==> config.mk <==
export PLATFORM = sky130hd
export DESIGN_NAME = alu_seq_flat
export DESIGN_NICKNAME = d
export VERILOG_FILES = /design/src/rtl/alu_seq_pkg.sv /design/src/rtl/alu_seq_if.sv /design/src/rtl/alu_seq.sv /design/src/flat_wrapper.sv
export SDC_FILE = /design/constraint.sdc
export NUM_CORES = 1
export LEC_CHECK = 0
export CAP_MARGIN = 25
export CORE_MARGIN = 3
export CORE_UTILIZATION = 27
export CTS_CLUSTER_SIZE = 25
export DETAILED_ROUTE_END_ITERATION = 8
export GPL_ROUTABILITY_DRIVEN = 0
export SYNTH_ARGS = -nofsm -noshare
export SYNTH_HDL_FRONTEND = slang
export SYNTH_SLANG_ARGS = --single-unit
export TNS_END_PERCENT = 30
==> constraint.sdc <==
create_clock -name clk -period 2.2 [get_ports clk]
set_clock_uncertainty 0.1 [all_clocks]
set_input_delay 0.44 -clock clk [delete_from_list [all_inputs] [get_ports clk]]
set_output_delay 0.44 -clock clk [all_outputs]
set_load 0.01 [all_outputs]
==> src/rtl/alu_seq_pkg.sv <==
// Shared encodings for the ALU command sequencer: ALU operator codes, command codes and FSM states.
// Optional overflow detection in alu_seq is enabled by defining ALU_SEQ_OVF_EN.
package alu_seq_pkg;

  localparam int ALU_OP_W = 3;

  localparam logic [ALU_OP_W-1:0] ALU_ADD  = 3'd0;
  localparam logic [ALU_OP_W-1:0] ALU_SUB  = 3'd1;
  localparam logic [ALU_OP_W-1:0] ALU_PASS = 3'd2;
  localparam logic [ALU_OP_W-1:0] ALU_ZER  = 3'd3;
  localparam logic [ALU_OP_W-1:0] ALU_DECA = 3'd4;
  localparam logic [ALU_OP_W-1:0] ALU_MUL2 = 3'd5;
  localparam logic [ALU_OP_W-1:0] ALU_DIV2 = 3'd6;

  typedef enum logic [1:0] {
    CMD_SINGLE = 2'd0,
    CMD_MUL    = 2'd1,
    CMD_SHL    = 2'd2,
    CMD_SHR    = 2'd3
  } cmd_e;

  typedef enum logic [2:0] {
    S_IDLE = 3'd0,
    S_EXEC = 3'd1,
    S_CLR  = 3'd2,
    S_CHK  = 3'd3,
    S_BODY = 3'd4,
    S_DEC  = 3'd5,
    S_DONE = 3'd6
  } state_e;

  // Code 7 has no ALU meaning, so it is folded onto ZER before it can reach the bus.
  function automatic logic [ALU_OP_W-1:0] remapOp(input logic [ALU_OP_W-1:0] op);
    return (op == 3'd7) ? ALU_ZER : op;
  endfunction

endpackage

==> src/rtl/alu_seq_if.sv <==
// Bundles the controller-facing command/result signals and the ALU-facing buses of alu_seq.
// The ovf signal exists only when ALU_SEQ_OVF_EN is defined.
interface alu_seq_if #(
  parameter int DATA_W = 16,
  parameter int OP_W   = 3
);

  logic              start;
  logic [1:0]        cmd;
  logic [OP_W-1:0]   op_in;
  logic [DATA_W-1:0] opa;
  logic [DATA_W-1:0] opb;
  logic              busy;
  logic              done;
  logic [DATA_W-1:0] result;
  logic              zero;
`ifdef ALU_SEQ_OVF_EN
  logic              ovf;
`endif
  logic [DATA_W-1:0] alu_a;
  logic [DATA_W-1:0] alu_b;
  logic [OP_W-1:0]   alu_op;
  logic [DATA_W-1:0] alu_c;
  logic              alu_z;

`ifdef ALU_SEQ_OVF_EN
  modport master (
    output start, cmd, op_in, opa, opb, alu_c, alu_z,
    input  busy, done, result, zero, ovf, alu_a, alu_b, alu_op
  );
  modport slave (
    input  start, cmd, op_in, opa, opb, alu_c, alu_z,
    output busy, done, result, zero, ovf, alu_a, alu_b, alu_op
  );
`else
  modport master (
    output start, cmd, op_in, opa, opb, alu_c, alu_z,
    input  busy, done, result, zero, alu_a, alu_b, alu_op
  );
  modport slave (
    input  start, cmd, op_in, opa, opb, alu_c, alu_z,
    output busy, done, result, zero, alu_a, alu_b, alu_op
  );
`endif

endinterface

==> src/rtl/alu_seq.sv <==
// Command sequencer driving a combinational ALU: single ops plus iterative MUL/SHL/SHR loops.
// Define ALU_SEQ_OVF_EN to add the sticky ovf output for MUL wrap and SHL bit loss.
module alu_seq
  import alu_seq_pkg::*;
#(
  parameter int DATA_W = 16,
  parameter int OP_W   = 3
) (
  input logic       clk,
  input logic       rst,
  alu_seq_if.slave  bus
);

  state_e                state_q, state_d;
  cmd_e                  cmd_q, cmd_d;
  logic [ALU_OP_W-1:0]   opIn_q, opIn_d;
  logic [DATA_W-1:0]     ac_q, ac_d;
  logic [DATA_W-1:0]     cnt_q, cnt_d;
  logic [DATA_W-1:0]     opb_q, opb_d;
  logic                  zf_q, zf_d;
  logic [DATA_W-1:0]     result_q, result_d;
  logic                  zero_q, zero_d;
`ifdef ALU_SEQ_OVF_EN
  logic                  ovf_q, ovf_d;
`endif

  logic [ALU_OP_W-1:0]   aluOp;
  logic [DATA_W-1:0]     aluA;
  logic [DATA_W-1:0]     aluB;

  always_ff @(posedge clk) begin
    if (rst) begin
      state_q  <= S_IDLE;
      cmd_q    <= CMD_SINGLE;
      opIn_q   <= ALU_ZER;
      ac_q     <= '0;
      cnt_q    <= '0;
      opb_q    <= '0;
      zf_q     <= 1'b0;
      result_q <= '0;
      zero_q   <= 1'b0;
`ifdef ALU_SEQ_OVF_EN
      ovf_q    <= 1'b0;
`endif
    end else begin
      state_q  <= state_d;
      cmd_q    <= cmd_d;
      opIn_q   <= opIn_d;
      ac_q     <= ac_d;
      cnt_q    <= cnt_d;
      opb_q    <= opb_d;
      zf_q     <= zf_d;
      result_q <= result_d;
      zero_q   <= zero_d;
`ifdef ALU_SEQ_OVF_EN
      ovf_q    <= ovf_d;
`endif
    end
  end

  // ALU drive depends only on registered state, so it never loops back through alu_c.
  always_comb begin
    aluOp = ALU_ZER;
    aluA  = '0;
    aluB  = '0;
    case (state_q)
      S_EXEC: begin
        aluOp = opIn_q;
        aluA  = cnt_q;
        aluB  = opb_q;
      end
      S_CLR: begin
        if (cmd_q != CMD_MUL) begin
          aluOp = ALU_PASS;
          aluB  = opb_q;
        end
      end
      S_CHK: begin
        aluOp = ALU_PASS;
        aluB  = cnt_q;
      end
      S_BODY: begin
        if (!zf_q) begin
          case (cmd_q)
            CMD_MUL: begin
              aluOp = ALU_ADD;
              aluA  = ac_q;
              aluB  = opb_q;
            end
            CMD_SHL: begin
              aluOp = ALU_MUL2;
              aluB  = ac_q;
            end
            default: begin
              aluOp = ALU_DIV2;
              aluB  = ac_q;
            end
          endcase
        end
      end
      S_DEC: begin
        aluOp = ALU_DECA;
        aluA  = cnt_q;
      end
      default: ;
    endcase
  end

  always_comb begin
    state_d  = state_q;
    cmd_d    = cmd_q;
    opIn_d   = opIn_q;
    ac_d     = ac_q;
    cnt_d    = cnt_q;
    opb_d    = opb_q;
    zf_d     = zf_q;
    result_d = result_q;
    zero_d   = zero_q;
`ifdef ALU_SEQ_OVF_EN
    ovf_d    = ovf_q;
`endif
    case (state_q)
      S_IDLE: begin
        if (bus.start) begin
          cmd_d   = cmd_e'(bus.cmd);
          opIn_d  = remapOp(ALU_OP_W'(bus.op_in));
          opb_d   = bus.opb;
          cnt_d   = bus.opa;
`ifdef ALU_SEQ_OVF_EN
          ovf_d   = 1'b0;
`endif
          state_d = (cmd_e'(bus.cmd) == CMD_SINGLE) ? S_EXEC : S_CLR;
        end
      end
      S_EXEC: begin
        result_d = bus.alu_c;
        zero_d   = bus.alu_z;
        state_d  = S_DONE;
      end
      S_CLR: begin
        ac_d    = bus.alu_c;
        state_d = S_CHK;
      end
      S_CHK: begin
        zf_d    = bus.alu_z;
        state_d = S_BODY;
      end
      S_BODY: begin
        if (zf_q) begin
          result_d = ac_q;
          zero_d   = (ac_q == '0);
          state_d  = S_DONE;
        end else begin
`ifdef ALU_SEQ_OVF_EN
          if (cmd_q == CMD_MUL && bus.alu_c < ac_q)
            ovf_d = 1'b1;
          if (cmd_q == CMD_SHL && ac_q[DATA_W-1])
            ovf_d = 1'b1;
`endif
          ac_d    = bus.alu_c;
          state_d = S_DEC;
        end
      end
      S_DEC: begin
        cnt_d   = bus.alu_c;
        zf_d    = bus.alu_z;
        state_d = S_BODY;
      end
      S_DONE: state_d = S_IDLE;
      default: state_d = S_IDLE;
    endcase
  end

  assign bus.alu_op = OP_W'(aluOp);
  assign bus.alu_a  = aluA;
  assign bus.alu_b  = aluB;
  assign bus.busy   = (state_q != S_IDLE);
  assign bus.done   = (state_q == S_DONE);
  assign bus.result = result_q;
  assign bus.zero   = zero_q;
`ifdef ALU_SEQ_OVF_EN
  assign bus.ovf    = ovf_q;
`endif

endmodule

==> src/flat_wrapper.sv <==
// flat-port wrapper written by rule: the top's interface ports become plain ports
module alu_seq_flat import alu_seq_pkg::*;
#(
  parameter int DATA_W = 16,
  parameter int OP_W   = 3
)
  (clk, rst, bus_start, bus_cmd, bus_op_in, bus_opa, bus_opb, bus_alu_c, bus_alu_z, bus_busy, bus_done, bus_result, bus_zero, bus_alu_a, bus_alu_b, bus_alu_op);
  alu_seq_if #(.DATA_W(DATA_W), .OP_W(OP_W)) bus_i ();
  input logic clk;
  input logic rst;
  input wire logic [$bits(bus_i.start)-1:0] bus_start;
  input wire logic [$bits(bus_i.cmd)-1:0] bus_cmd;
  input wire logic [$bits(bus_i.op_in)-1:0] bus_op_in;
  input wire logic [$bits(bus_i.opa)-1:0] bus_opa;
  input wire logic [$bits(bus_i.opb)-1:0] bus_opb;
  input wire logic [$bits(bus_i.alu_c)-1:0] bus_alu_c;
  input wire logic [$bits(bus_i.alu_z)-1:0] bus_alu_z;
  output wire logic [$bits(bus_i.busy)-1:0] bus_busy;
  output wire logic [$bits(bus_i.done)-1:0] bus_done;
  output wire logic [$bits(bus_i.result)-1:0] bus_result;
  output wire logic [$bits(bus_i.zero)-1:0] bus_zero;
  output wire logic [$bits(bus_i.alu_a)-1:0] bus_alu_a;
  output wire logic [$bits(bus_i.alu_b)-1:0] bus_alu_b;
  output wire logic [$bits(bus_i.alu_op)-1:0] bus_alu_op;
  assign bus_i.start = bus_start;
  assign bus_i.cmd = bus_cmd;
  assign bus_i.op_in = bus_op_in;
  assign bus_i.opa = bus_opa;
  assign bus_i.opb = bus_opb;
  assign bus_i.alu_c = bus_alu_c;
  assign bus_i.alu_z = bus_alu_z;
  assign bus_busy = bus_i.busy;
  assign bus_done = bus_i.done;
  assign bus_result = bus_i.result;
  assign bus_zero = bus_i.zero;
  assign bus_alu_a = bus_i.alu_a;
  assign bus_alu_b = bus_i.alu_b;
  assign bus_alu_op = bus_i.alu_op;
  alu_seq #(.DATA_W(DATA_W), .OP_W(OP_W)) u_core (.clk(clk), .rst(rst), .bus(bus_i));
endmodule
### Word-level counts from Yosys, hierarchy flattened

Cells that the tools add are included.
Widths: inputs -> output; s select.

* reduce and logical (&&, ||, !) cells: 13
* muxes and demuxes: 24
* equal/unequal tests: 13

Operators with widths (number)
* $mux 16: 8
* $pmux 16 s2: 4
* $pmux 16 s4: 1
* $pmux 3 s5: 2
* $logic_not 16->1: 1
* $eq 3x3->1 const B: 4
* $mux 3: 3
* $reduce_and 2->1: 4
* $eq 3x2->1 const B: 2
* $pmux 3 s2: 1
* $reduce_bool 2->1: 3
* $mux 2: 2
* $ne 2x1->1 const B: 2
* $ne 2x2->1 const B: 2
* $reduce_or 2->1: 2
* $eq 3x1->1 const B: 1
* $logic_not 3->1: 1
* $reduce_bool 3->1: 1
* $eq 2x1->1 const B: 1
* $eq 2x2->1 const B: 1
* $logic_not 2->1: 1
* $mux 1: 2
* $pmux 1 s2: 1

* output and inout bits: 54
* word-level logic and storage cells: 59
* input port bits: 57
* bits in registers: 74

### Depth between registers and ports, before layout

* depth after elaboration: 4
* depth in mapped cells: 7
* gate-level depth less buffers: 6

### Worst setup path before layout

No wires, ideal clock.

* path type: reg-to-output
* from: register u_core.state_q[2]
* to: output bus_alu_a[10]
* data arrival time: 1588 ps
* buffers on the path: 3
* stages on the path, launching flop included: 7
* slack: 72 ps
* required time: 1660 ps
* cells stage by stage: dfxtp_1 -> buf_2 -> or3b_4 -> buf_6 -> nor3b_4 -> buf_6 -> a22o_1

* cells in the longest elaborated chain, start to end: 3

RTL lines
* start: declaration: line alu_seq.sv:14 `state_e state_q, state_d;`
* start signal: assignment: line alu_seq.sv:46 `state_q <= state_d;`
* $eq 3x1->1 or $eq 3x3->1 (tied branches): line alu_seq.sv:66 `case (state_q)`
* $reduce_or 2->1 (no source line)
* $pmux 16 s2 *: line alu_seq.sv:66
* end: declaration: line flat_wrapper.sv:22 `output wire logic [$bits(bus_i.alu_a)-1:0] bus_alu_a;`

Mark *: on every way between the ends. The rest lies on a longest branch, timed or not.

### Worst setup path in the final report

* from: register u_core.state_q[2]
* to: output bus_alu_b[14]

* cells in the longest elaborated chain, start to end: 2

RTL lines
* $eq 3x3->1, or another cell as far along: line alu_seq.sv:66
* $pmux 16 s4 *: line alu_seq.sv:66
* end: declaration: line flat_wrapper.sv:23 `output wire logic [$bits(bus_i.alu_b)-1:0] bus_alu_b;`

Marks and branches as above.

==> impl_results.md <==
- P_leak: between 2 and 2.5 nW
- Syn nets: 508
- Maximum clock rate: between 0.3 and 0.4 GHz
- Most frequent cell after synthesis: nand2_1
- Cells after Synth: 448
- Reg2reg path depth: 8
- Seq cells post-synth: between 70 and 80
- CTS Buf Count: 9
- Power Dens Cells: ~1000 mW/mm^2
- Crit path kind: flop to output port
- Fin cells: about 770
- Placed Cells: 735
- Main synth FF type: dfxtp_1
- Yosys cell types: 38
- Placed Area: about 0.0052 sq mm
- Setup TNS: -7250 ps
- # DRC: 0
- Final hold viol count: 0
- Failing checks: setup timing
- Top Ports: roughly 110
- GRT Util Overall: roughly 18%
- Max Root-Sink Buffers: 2
- Run status: finished with violations
- Worst-Skew Late Latency: approximately 330 ps
- Iter 0 DRT Violations: 212
- DR vias: between 3000 and 4000
- Largest net degree at the start of global routing: 40
- CP required: between 1500 and 2000 ps
- Post-synth top area cell: dfxtp_1
- Vias in the first global route: slightly below 4000
- Die area: around 0.015 sq mm
- Post-synth ARST share: 0%
- Floorplan row count: 41
- Worst-path clk slew: approximately 60 ps
- Critical R2R Launch: u_core.state_q[2]
- Syn_area_per_cell: 8.13 sq um
- Commonest cells in the netlist: 108 x nand2_1, 74 x dfxtp_1, 59 x nor2_1, 32 x a311oi_1, 30 x a22o_1
- Clk root buf: clkbuf_16
- Min-Delay Path Depth: 2
- Crit path DAT: 1960 ps
- Hold Path Origin: rst
- Max VDD drop: around 0.00036 V
- EDFF count, synth: 0
- Die Y-Extent: roughly 120 um
- CTS tree: built
- Slew @ Worst Pin: ~480 ps
- Largest cells by area after synthesis: dfxtp_1 41%, nand2_1 11%, a311oi_1 7.7%
- Post-route minimum period: ~2500 ps
- Crit path from: u_core.state_q[2]
- Core Area: approximately 0.013 sq mm
- Initial core utilization: approximately 28%
- Hold Buf Count CTS: 0
- Endpoint, Worst Hold: u_core.ac_q[0]
- First drt pass iteration count: 5
- First-pass GRT wire length: 21000 um
- Drt total wl: around 14000 um
- Final setup viols: 33
- Sequential area share after synthesis: between 40% and 50%
- Diodes inserted: 0
- Worst setup EP type: output port
- Nets: 649
- Reg2reg setup slack: approximately 180 ps
- Port-buffer cells: 110
- Initial antenna violation count: 0
- Die Wd: approximately 120 um
- Period utilization: 114%
- Hold crit path type: input port to flop
- YS warnings: 0
- Layout cells sized above 1: a little over a fifth
- Post-route cell area: about 0.0056 sq mm
- Count of antenna-violating nets left after detailed routing: 0
- Mapped cell area: roughly 0.0036 sq mm
- Clk sinks: 74
- Post-DP HPWL: between 9000 and 10000 um
- CP Max Fanout: 3
- Slew margin rel.: 67.5%
- H-tree depth: 3
- GRT Residual Overflow: 0
- Worst setup margin: -300 ps
- RSZ-0062 raised after global routing: yes
- Place WS: -291 ps
- Max Slew Vio Count: 0
- Wire per inst: roughly 18 um
- Startpoint Class: flop
- Max-cap viol count: 0
- R2R Path End: u_core.ac_q[1]
- Area grow syn2layout: 53.7%
- Via/cell ratio: between 5 and 6
- Synth top area share: 40.7%
[layout by cell type, fill, tap and decap left out, types with 3 or more instances in the layout]
cell type,instances
dfxtp_1,69
nor4_1,4
buf_2,31
nor2_1,59
a22o_1,30
nor3_1,3
inv_6,3
nand2b_4,3
clkbuf_16,9
buf_6,20
nand3b_1,5
inv_1,3
nand2_1,108
a311oi_1,32
o21ai_0,4
buf_12,6
mux2i_1,17
dfxtp_2,4
clkdlybuf4s50_1,72
buf_4,33
a21o_1,15
a21oi_1,25
nand2b_1,3
[cell type report]
type / count / area, sq um
Fill cell: 1275 / 7280
Multi-Input combinational cell: 334 / 2040
Timing Repair Buffer: 166 / 1530
Sequential cell: 74 / 1490
Clock buffer: 9 / 225
Tap cell: 172 / 215
Clock inverter: 7 / 83.8
Inverter: 4 / 15.0
[where the power goes]
part           internal, mW  switching [mW]
logic                  1.12            1.05
registers              1.59           0.248
clock network         0.901           0.639
total                  3.61            1.94
[critical path, cell delays in order (launching register included)]
cell	delay, ps
dfxtp_2	340
buf_6	120
nand2b_4	140
o32a_1	340
o31ai_4	110
buf_16	150
buf_6	100
buf_6	90
a21o_1	110
buf_2	130
[worst max path at each step]
stage	endpoint	slack [ps]	depth (start not counted)
after floorplan	bus_alu_a[10]	70	6
after global placement	bus_alu_b[14]	-230	7
final	bus_alu_b[14]	-300	9
after CTS	bus_alu_b[14]	-340	9
after global routing	bus_alu_b[12]	-390	9
after detailed placement	bus_alu_b[4]	-290	7
[per-stage QoR]
stage	power (mW)	utilization [%]	hold WS (ps)
detailed placement	3.78	40.2	350
finish	5.55	43.5	350
CTS	5.54	43.1	335
global route	5.87	43.5	349
floorplan	2.82	-	328
global placement	3.75	40.2	345
[per-layer routing]
layer  routed length, um  GRT usage (%)
met1                5930           23.5
met2                6350           29.5
met3                 837           4.18
met4                 386           6.44
met5                   0              0
[flip-flops by register name, indices dropped and copies added (netlist names)]
| register | cells |
|---|---|
| u_core.cmd_q | 2 |
| u_core.opb_q | 16 |
| u_core.cnt_q | 16 |
| u_core.zf_q | 1 |
| u_core.state_q | 3 |
| u_core.ac_q | 16 |
| u_core.opIn_q | 3 |
| u_core.bus.zero | 1 |
| u_core.bus.result | 16 |
[cell families after synthesis]
| kind of cell | share of synthesized area (%) |
|---|---|
| AND/OR/NAND/NOR | 23.7 |
| AO/OA/AOI/OAI | 24.3 |
| flip-flops | 40.7 |
| buffers and inverters | 5.57 |
| multiplexers | 4.67 |
| adder cells (fa/ha/maj) | 1.03 |
[timing repair]
action                     4_1_cts  5_1_grt
buffers inserted                16        1
resized for setup              172       12
pin swaps                       18       15
gates cloned                     1        0
setup endpoints to repair       37       36
(Power assumes the default switching activity.)
